$ cat src/rtl/seven_seg_scan_ctrl.sv
// 4-digit multiplexed seven-segment scan controller: accepts a 14-bit value,
// converts it to BCD with a sequential double-dabble engine, scans digits.
module seven_seg_scan_ctrl #(
  parameter int unsigned REFRESH_DIV   = 1000,
  parameter bit          BLANK_LEADING = 1'b1
) (
  input  logic        clk,
  input  logic        rst_n,
  input  logic        in_valid,
  output logic        in_ready,
  input  logic [13:0] value_bin,
  input  logic        blank,
  output logic [3:0]  digit_num,
  output logic [3:0]  digit_en_n,
  output logic        overflow
);
  localparam int PW = (REFRESH_DIV > 2) ? $clog2(REFRESH_DIV) : 1;
  localparam logic [PW-1:0] PRESC_MAX = PW'(REFRESH_DIV - 1);

  typedef enum logic [1:0] {IDLE, CONV, COMMIT} state_e;

  state_e      state_q;
  logic        rdy_q;
  logic [13:0] bin_q;
  logic [15:0] bcd_q;
  logic [15:0] bcd_adj;
  logic [3:0]  cnt_q;
  logic        ovf_pend_q;
  logic [15:0] disp_q;
  logic        ovf_q;

  // Add-3 correction on every nibble before each shift.
  always_comb begin
    bcd_adj = bcd_q;
    for (int i = 0; i < 4; i++) begin
      if (bcd_q[4*i +: 4] >= 4'd5) bcd_adj[4*i +: 4] = bcd_q[4*i +: 4] + 4'd3;
    end
  end

  always_ff @(posedge clk or negedge rst_n) begin
    if (!rst_n) begin
      state_q    <= IDLE;
      rdy_q      <= 1'b1;
      bin_q      <= '0;
      bcd_q      <= '0;
      cnt_q      <= '0;
      ovf_pend_q <= 1'b0;
      disp_q     <= '0;
      ovf_q      <= 1'b0;
    end else begin
      case (state_q)
        IDLE: begin
          if (in_valid) begin
            bin_q      <= value_bin;
            bcd_q      <= '0;
            cnt_q      <= '0;
            ovf_pend_q <= (value_bin > 14'd9999);
            rdy_q      <= 1'b0;
            state_q    <= CONV;
          end
        end
        CONV: begin
          bcd_q <= {bcd_adj[14:0], bin_q[13]};
          bin_q <= {bin_q[12:0], 1'b0};
          cnt_q <= cnt_q + 4'd1;
          if (cnt_q == 4'd13) state_q <= COMMIT;
        end
        COMMIT: begin
          // Display and overflow update together so the scan never sees a mix.
          disp_q  <= bcd_q;
          ovf_q   <= ovf_pend_q;
          rdy_q   <= 1'b1;
          state_q <= IDLE;
        end
        default: begin
          state_q <= IDLE;
          rdy_q   <= 1'b1;
        end
      endcase
    end
  end

  assign in_ready = rdy_q;
  assign overflow = ovf_q;

  logic [PW-1:0] presc_q, presc_d;
  logic [1:0]    idx_q, idx_d;

  always_comb begin
    presc_d = presc_q + PW'(1);
    idx_d   = idx_q;
    if (presc_q == PRESC_MAX) begin
      presc_d = '0;
      idx_d   = idx_q + 2'd1;
    end
  end

  always_ff @(posedge clk or negedge rst_n) begin
    if (!rst_n) begin
      presc_q <= '0;
      idx_q   <= '0;
    end else begin
      presc_q <= presc_d;
      idx_q   <= idx_d;
    end
  end

  logic lead_zero;
  always_comb begin
    case (idx_q)
      2'd1:    lead_zero = (disp_q[15:4] == 12'd0);
      2'd2:    lead_zero = (disp_q[15:8] == 8'd0);
      2'd3:    lead_zero = (disp_q[15:12] == 4'd0);
      default: lead_zero = 1'b0;
    endcase
  end

  // Priority: blank > overflow > leading-zero suppression > normal digit.
  always_comb begin
    digit_en_n = ~(4'b0001 << idx_q);
    digit_num  = disp_q[4*idx_q +: 4];
    if (BLANK_LEADING && lead_zero) begin
      digit_en_n = 4'hF;
      digit_num  = 4'hF;
    end
    if (ovf_q) begin
      digit_en_n = ~(4'b0001 << idx_q);
      digit_num  = 4'hF;
    end
    if (blank) begin
      digit_en_n = 4'hF;
      digit_num  = 4'hF;
    end
  end
endmodule

$ cat config.mk
export PLATFORM = sky130hd
export DESIGN_NAME = seven_seg_scan_ctrl
export DESIGN_NICKNAME = d
export VERILOG_FILES = /design/src/rtl/seven_seg_scan_ctrl.sv
export SDC_FILE = /design/constraint.sdc
export NUM_CORES = 1
export LEC_CHECK = 0
export CORE_ASPECT_RATIO = 1.4
export CORE_MARGIN = 2
export CORE_UTILIZATION = 30
export DETAILED_ROUTE_END_ITERATION = 10
export DONT_BUFFER_PORTS = 1
export PLACE_DENSITY = 0.52
export SLEW_MARGIN = 10
export SYNTH_ARGS = -nofsm -noshare
export SYNTH_HDL_FRONTEND = slang
export SYNTH_SLANG_ARGS = --single-unit
$ cat constraint.sdc
create_clock -name clk -period 2.1 [get_ports clk]
set_input_delay 0.315 -clock clk [delete_from_list [all_inputs] [get_ports clk]]
set_output_delay 0.315 -clock clk [all_outputs]
set_load 0.01 [all_outputs]
==> impl_results.md, run 1 <==
* Status: completed
* Worst hold path class: input pin to flip-flop
* Met3 usage at 0.0366
* Number of flops mapped to enable cells by yosys at 0
* Starting DRT DRC Count at 109
* Final setup viols at 0
* Slowest stage delay, CP at 0.38 ns
* Max-slew headroom at the worst pin at 0.642
* Layout area overhead at 16.4%
* Async SR Flop Fraction at 1.00
* Slew Viols, Final at 0
* Die width at 95.6 um
* Detailed Routing Iterations Pass 1 at 4
* GRT Max-Usage Layer: met2
* RD Place Congestion at 0.821
* Dpl ws at 0.273 ns
* Clock Skews at 0.00783 ns
* Number of synthesis warnings at 0
* Total track usage at 0.126
* Synth Cell Area at 3530 um^2
* Final hold violation count at 0
* Root Driver: clkbuf_16
* Peak supply drop at 0.514 mV
* Maxcap violations at 0
* Post-synth cell types at 51
* Clock Path Buffers at 2
* Power Dens Cells at 1240 nW/um^2
* # nets final at 388
* Cell Count, Final, Fillers Out at 503
* Post-route ant nets at 0
* Worst skew pair latency at 0.33 ns
* GR Util met2 at 0.194
* Die Span Y at 132 um
* Kind of cell adding the most delay to the critical path: compound AO/OA/AOI/OAI gates
* Worst Tran Pin Value at 0.536 ns
* Clock H-tree levels at 3
* Placed insts at 484
* Share of cells above drive strength 1 at 0.142
* Routed length per instance at 14.7 um
* Vias at 2,612
* Critical R2R Launch: presc_q[0]$_DFF_PN0_
* Max FO, Critical Path at 6
* CP Launch Point: idx_q[0]$_DFFE_PN0N_
* Inserted Diodes at 0
* Drt total wl at 7410 um
* Die area at 12,700 um^2
* Required @ worst endpoint at 1.78 ns
* Seq cells post-synth at 67
* Final WS setup at 0.0699 ns
* Detailed-placement wirelength estimate at 5120 um
* Clock transition at the registers of the reported paths at 0.06 ns
* TritonCTS clock tree: yes
* CTS sink cnt at 67
* Post-route clock period utilization at 0.967
* WP buf/inv at 1
* Number of buffers created by CTS at 9
* Initial antenna violation count at 0
* RSZ-0062 raised after global routing: yes
* Largest net degree at the start of global routing at 68
* FMAX at 493 MHz
* Synth Net Count at 384
* Initial Utilization at 0.310
* Crit-path cells: buf_4, ha_2, o211ai_1, o21ai_0
* Top-Level Pins at 28
* Crit start category: flip-flop
* Power Total at 5070 uW
* Core area at 11,400 um^2
* Util after Layout at 0.360
* Vias per inst at 5.19
* Cell count after synthesis at 350
* I/O Buffers at 0
* Worst EP arrival at 1.72 ns
* Hold_sp: value_bin[0]
* Sequential share of the synthesized area at 0.476
* Vias in the first global route at 2,662
* Prevailing post-synth register cell: dfrtp_1
* Worst path slowest cell: dfrtp_1
* Syn avg cell area at 10.1 um^2
* Grt total ovfl at 0
* Met1 Use GR at 0.166
* Min cycle time layout at 2.03 ns
* DR DRC count at 0
* Crit. End Element: output port
* Leak Pwr at 0.00172 uW
* Site Rows at 46
* Kind of critical path: flip-flop to output port
* First-pass GRT wire length at 12,800 um
-- worst register-to-register path, stage by stage (launching register included) --
cell      delay, ns
dfrtp_1        0.41
ha_1           0.34
nand4b_4       0.18
nor3_4         0.29
mux2_4         0.33
-- through the flow --
stage | TNS, ns | instance area [um^2] | hold WS, ns
detailed placement | 0 | 3690 | 0.0213
floorplan | 0 | 3530 | 0.0194
CTS | 0 | 4050 | 0.106
global placement | 0 | 3690 | 0.0212
finish | 0 | 4100 | 0.118
global route | -0.0489 | 4100 | 0.117
-- worst paths after layout --
kind                                   endpoint  slack, ns  cells after the start
setup / recovery                   digit_num[3]       0.07                      4
hold / removal             bin_q[0]$_DFFE_PN0P_       0.12                      1
setup reg to reg           idx_q[1]$_DFFE_PN0N_       0.43                      4
hold reg to reg            bin_q[7]$_DFFE_PN0P_       0.48                      2
max in group asynchronous  in_ready$_DFFE_PN1P_       1.25                      2
min in group asynchronous  presc_q[3]$_DFF_PN0_       0.52                      2
-- kinds of logic after synthesis --
kind of cell | share of synthesized area
mux | 0.0362
xor+xnor | 0.0149
buf+inv | 0.0497
fa+ha+maj | 0.0568
flops | 0.476
compound gates | 0.225
simple gates | 0.142
-- state kept, by name, summed over array words and instances, names as in the netlist --
register and count:
disp_q 16, in_ready 1, presc_q 10, cnt_q 4, overflow 1, bin_q 14
bcd_q 16, state_q 2, ovf_pend_q 1, idx_q 2
-- synthesized netlist by cell type (6+ instances only) --
| cell | instances | area [um^2] |
|---|---|---|
| nand2b_1 | 6 | 37.5 |
| nand2_1 | 42 | 158 |
| buf_2 | 10 | 50.1 |
| a22oi_1 | 12 | 90.1 |
| a21oi_1 | 8 | 40.0 |
| o21ai_0 | 44 | 220 |
| o2111ai_1 | 8 | 70.1 |
| nand3_1 | 7 | 35.0 |
| inv_1 | 24 | 90.1 |
| clkbuf_1 | 7 | 26.3 |
| o211ai_1 | 8 | 60.1 |
| dfrtp_1 | 66 | 1650 |
| nor2b_1 | 12 | 75.1 |
| ha_1 | 16 | 200 |
-- layer usage --
layer  share of wire  up-vias
met5               0        -
met4           0.012        0
met3           0.039       10
met2            0.48       37
met1            0.47     1278
li1                -     1287
-- placed cells by master (no fill, tap or decap), drive strengths merged, types with 4 or more instances in the layout --
master   instances
o221ai           5
a21oi            8
nor2b           12
ha              16
o2111ai          8
o211ai           8
mux4             4
o21ai           44
buf             11
o31ai            5
nor3             6
xnor2            5
o21a             4
clkbuf          11
nand2           42
a32o             4
a22oi           12
nand2b           6
inv             25
nand3            8
nor2             4
dfrtp           66
-- where the power goes --
part,switching (uW),internal [uW]
Combinational,820,704
Clock,568,987
Sequential,329,1670
Total,1720,3360
-- cell type report --
| class | instances | area [um^2] |
|---|---|---|
| multi-input cells | 240 | 1730 |
| well taps | 144 | 180 |
| clock inverters | 5 | 60.1 |
| flip-flops and latches | 67 | 1680 |
| fillers | 1156 | 7290 |
| inverters | 24 | 90.1 |
| clock buffers | 11 | 253 |
| repair buffers | 12 | 113 |
-- what timing repair did --
action / 4_1_cts / 5_1_grt
endpoints found under the setup margin: 5 / 6
resized for setup: 2 / 10
hold buffers: 2 / 0
hold endpoints to repair: 67 / 0
setup buffers: 0 / 1
pin swaps: 0 / 2
(Power assumes the default switching activity.)
==> run 2, diff against run 1 <==
--- a/config.mk
+++ b/config.mk
@@ -11,7 +11,7 @@
 export DETAILED_ROUTE_END_ITERATION = 10
 export DONT_BUFFER_PORTS = 1
 export PLACE_DENSITY = 0.52
-export SLEW_MARGIN = 10
+export SETUP_SLACK_MARGIN = 0.3
 export SYNTH_ARGS = -nofsm -noshare
 export SYNTH_HDL_FRONTEND = slang
 export SYNTH_SLANG_ARGS = --single-unit
==> impl_results.md, run 2 (same netlist as run 1, synthesis figures left out) <==
* Min cycle time layout at 2.02 ns
* Peak supply drop at 0.516 mV
* Max-slew headroom at the worst pin at 0.650
* Detailed Routing Iterations Pass 1 at 4
* DP Area at 3690 um^2
* Path depth of the worst reg2reg path at 4
* FMAX at 496 MHz
* Slew Viols, Final at 0
* Initial antenna violation count at 0
* Post-route ant nets at 0
* Final Instance Area at 4130 um^2
* Min Hold Slack at -0.320 ns
* # nets final at 390
* Worst EP arrival at 1.70 ns
* Worst skew pair latency at 0.33 ns
* Number of buffers created by CTS at 9
* Clock Skews at 0.00827 ns
* Most common cell after layout, fill and taps aside: dfrtp_1
* Grt total ovfl at 0
* Worst hold path class: input pin to asynchronous set/reset pin
* Initial Utilization at 0.310
* Vias at 2,631
* Status: complete, but fails checks
* Worst path slowest cell: o211ai_1
* CTS sink cnt at 67
* First-pass GRT wire length at 12,900 um
* Power Total at 5090 uW
* Detailed-placement wirelength estimate at 5120 um
* Worst Tran Pin Value at 0.525 ns
* Final hold violation count at 67
* DR DRC count at 0
* Inserted Diodes at 0
* Most frequent cells in the layout: dfrtp_1, nand2_1, o21ai_0, inv_1, ha_1
* Failing checks: hold timing
* Site Rows at 46
* Crit-path cells: buf_6, ha_4, o211ai_1, buf_4, o21ai_4
* Core area at 11,400 um^2
* Slowest stage delay, CP at 0.41 ns
* Top-Level Pins at 28
* Die width at 95.6 um
* Kind of cell adding the most delay to the critical path: compound AO/OA/AOI/OAI gates
* TritonCTS clock tree: yes
* Vias in the first global route at 2,691
* Max FO, Critical Path at 6
* Share of cells above drive strength 1 at 0.163
* Drt total wl at 7490 um
* CP Launch Point: idx_q[0]$_DFFE_PN0N_
* Top flop regs: bcd_q: 16 flops, disp_q: 16 flops, bin_q: 14 flops
* Clock transition at the registers of the reported paths at 0.06 ns
* Reg2Reg Setup Slack at 0.43 ns
* Die Span Y at 132 um
* Routed length per instance at 14.8 um
* Crit start category: flip-flop
* Maxcap violations at 0
* Power Dens Cells at 1230 nW/um^2
* Die area at 12,700 um^2
* Critical path endpoint: digit_num[2]
* Required @ worst endpoint at 1.78 ns
* CP Depth at 5
* Layout area overhead at 17.2%
* I/O Buffers at 0
* Crit. End Element: output port
* Kind of critical path: flip-flop to output port
* Total track usage at 0.127
* Clock Path Buffers at 2
* Setup TNS at 0 ns
* Reg-to-reg critical path endpoint: idx_q[1]$_DFFE_PN0N_
* Largest net degree at the start of global routing at 68
* Clock H-tree levels at 3
* Final setup viols at 0
* Starting DRT DRC Count at 120
* Critical R2R Launch: presc_q[0]$_DFF_PN0_
* RSZ-0062 raised after global routing: yes
* RD Place Congestion at 0.821
* Leak Pwr at 0.00173 uW
* Vias per inst at 5.21
* Post-route clock period utilization at 0.961
* WP buf/inv at 2
* Root Driver: clkbuf_16
[run 2: how the worst min path moves through the flow]
stage | end | slack, ns | startpoint | cells past startpoint
2_1_floorplan | bcd_q[0]$_DFFE_PN0P_ | 0.02 | rst_n | 0
3_3_place_gp | presc_q[3]$_DFF_PN0_ | 0.02 | rst_n | 0
3_5_place_dp | presc_q[3]$_DFF_PN0_ | 0.02 | rst_n | 0
4_1_cts | presc_q[3]$_DFF_PN0_ | -0.34 | rst_n | 0
5_1_grt | presc_q[3]$_DFF_PN0_ | -0.34 | rst_n | 0
6_report | presc_q[3]$_DFF_PN0_ | -0.32 | rst_n | 0
[run 2: layout make-up]
class	count	area [um^2]
fill	1160	7260
sequential	67	1680
multi-input combinational	240	1760
clock buffer	11	253
clock inverter	5	60.1
inverter	24	90.1
timing repair buffer	14	109
tap	144	180
[run 2: power by group]
part           internal, uW  leakage, uW  switching (uW)
Clock                   987     0.000152             565
Combinational           733     0.000705             809
Sequential             1670     0.000871             328
Total                  3390      0.00173            1700
[run 2: routing by layer]
layer  up-vias  global-route usage  wire length (um)  part of all wire
li1       1287                   -                 -                 -
met5         -                   0                 0                 0
met4         0              0.0476                90             0.012
met2        48               0.199              3620              0.48
met3         9              0.0366               295             0.039
met1      1287               0.167              3480              0.47
[run 2: repair_timing]
item | 4_1_cts | 5_1_grt
pin swaps | 4 | 3
gates cloned | 0 | 0
gates resized for setup | 17 | 5
setup buffers | 5 | 0
endpoints found under the setup margin | 7 | 10
endpoints found under the hold margin | 67 | 67
[run 2: through the flow]
step                setup slack, ns  std cells   util
finish                       0.0824        505  0.363
global route                -0.0223        505  0.363
CTS                          0.0777        505  0.361
detailed placement            0.273        484  0.324
global placement              0.344        484  0.324
floorplan                     0.336        350      -
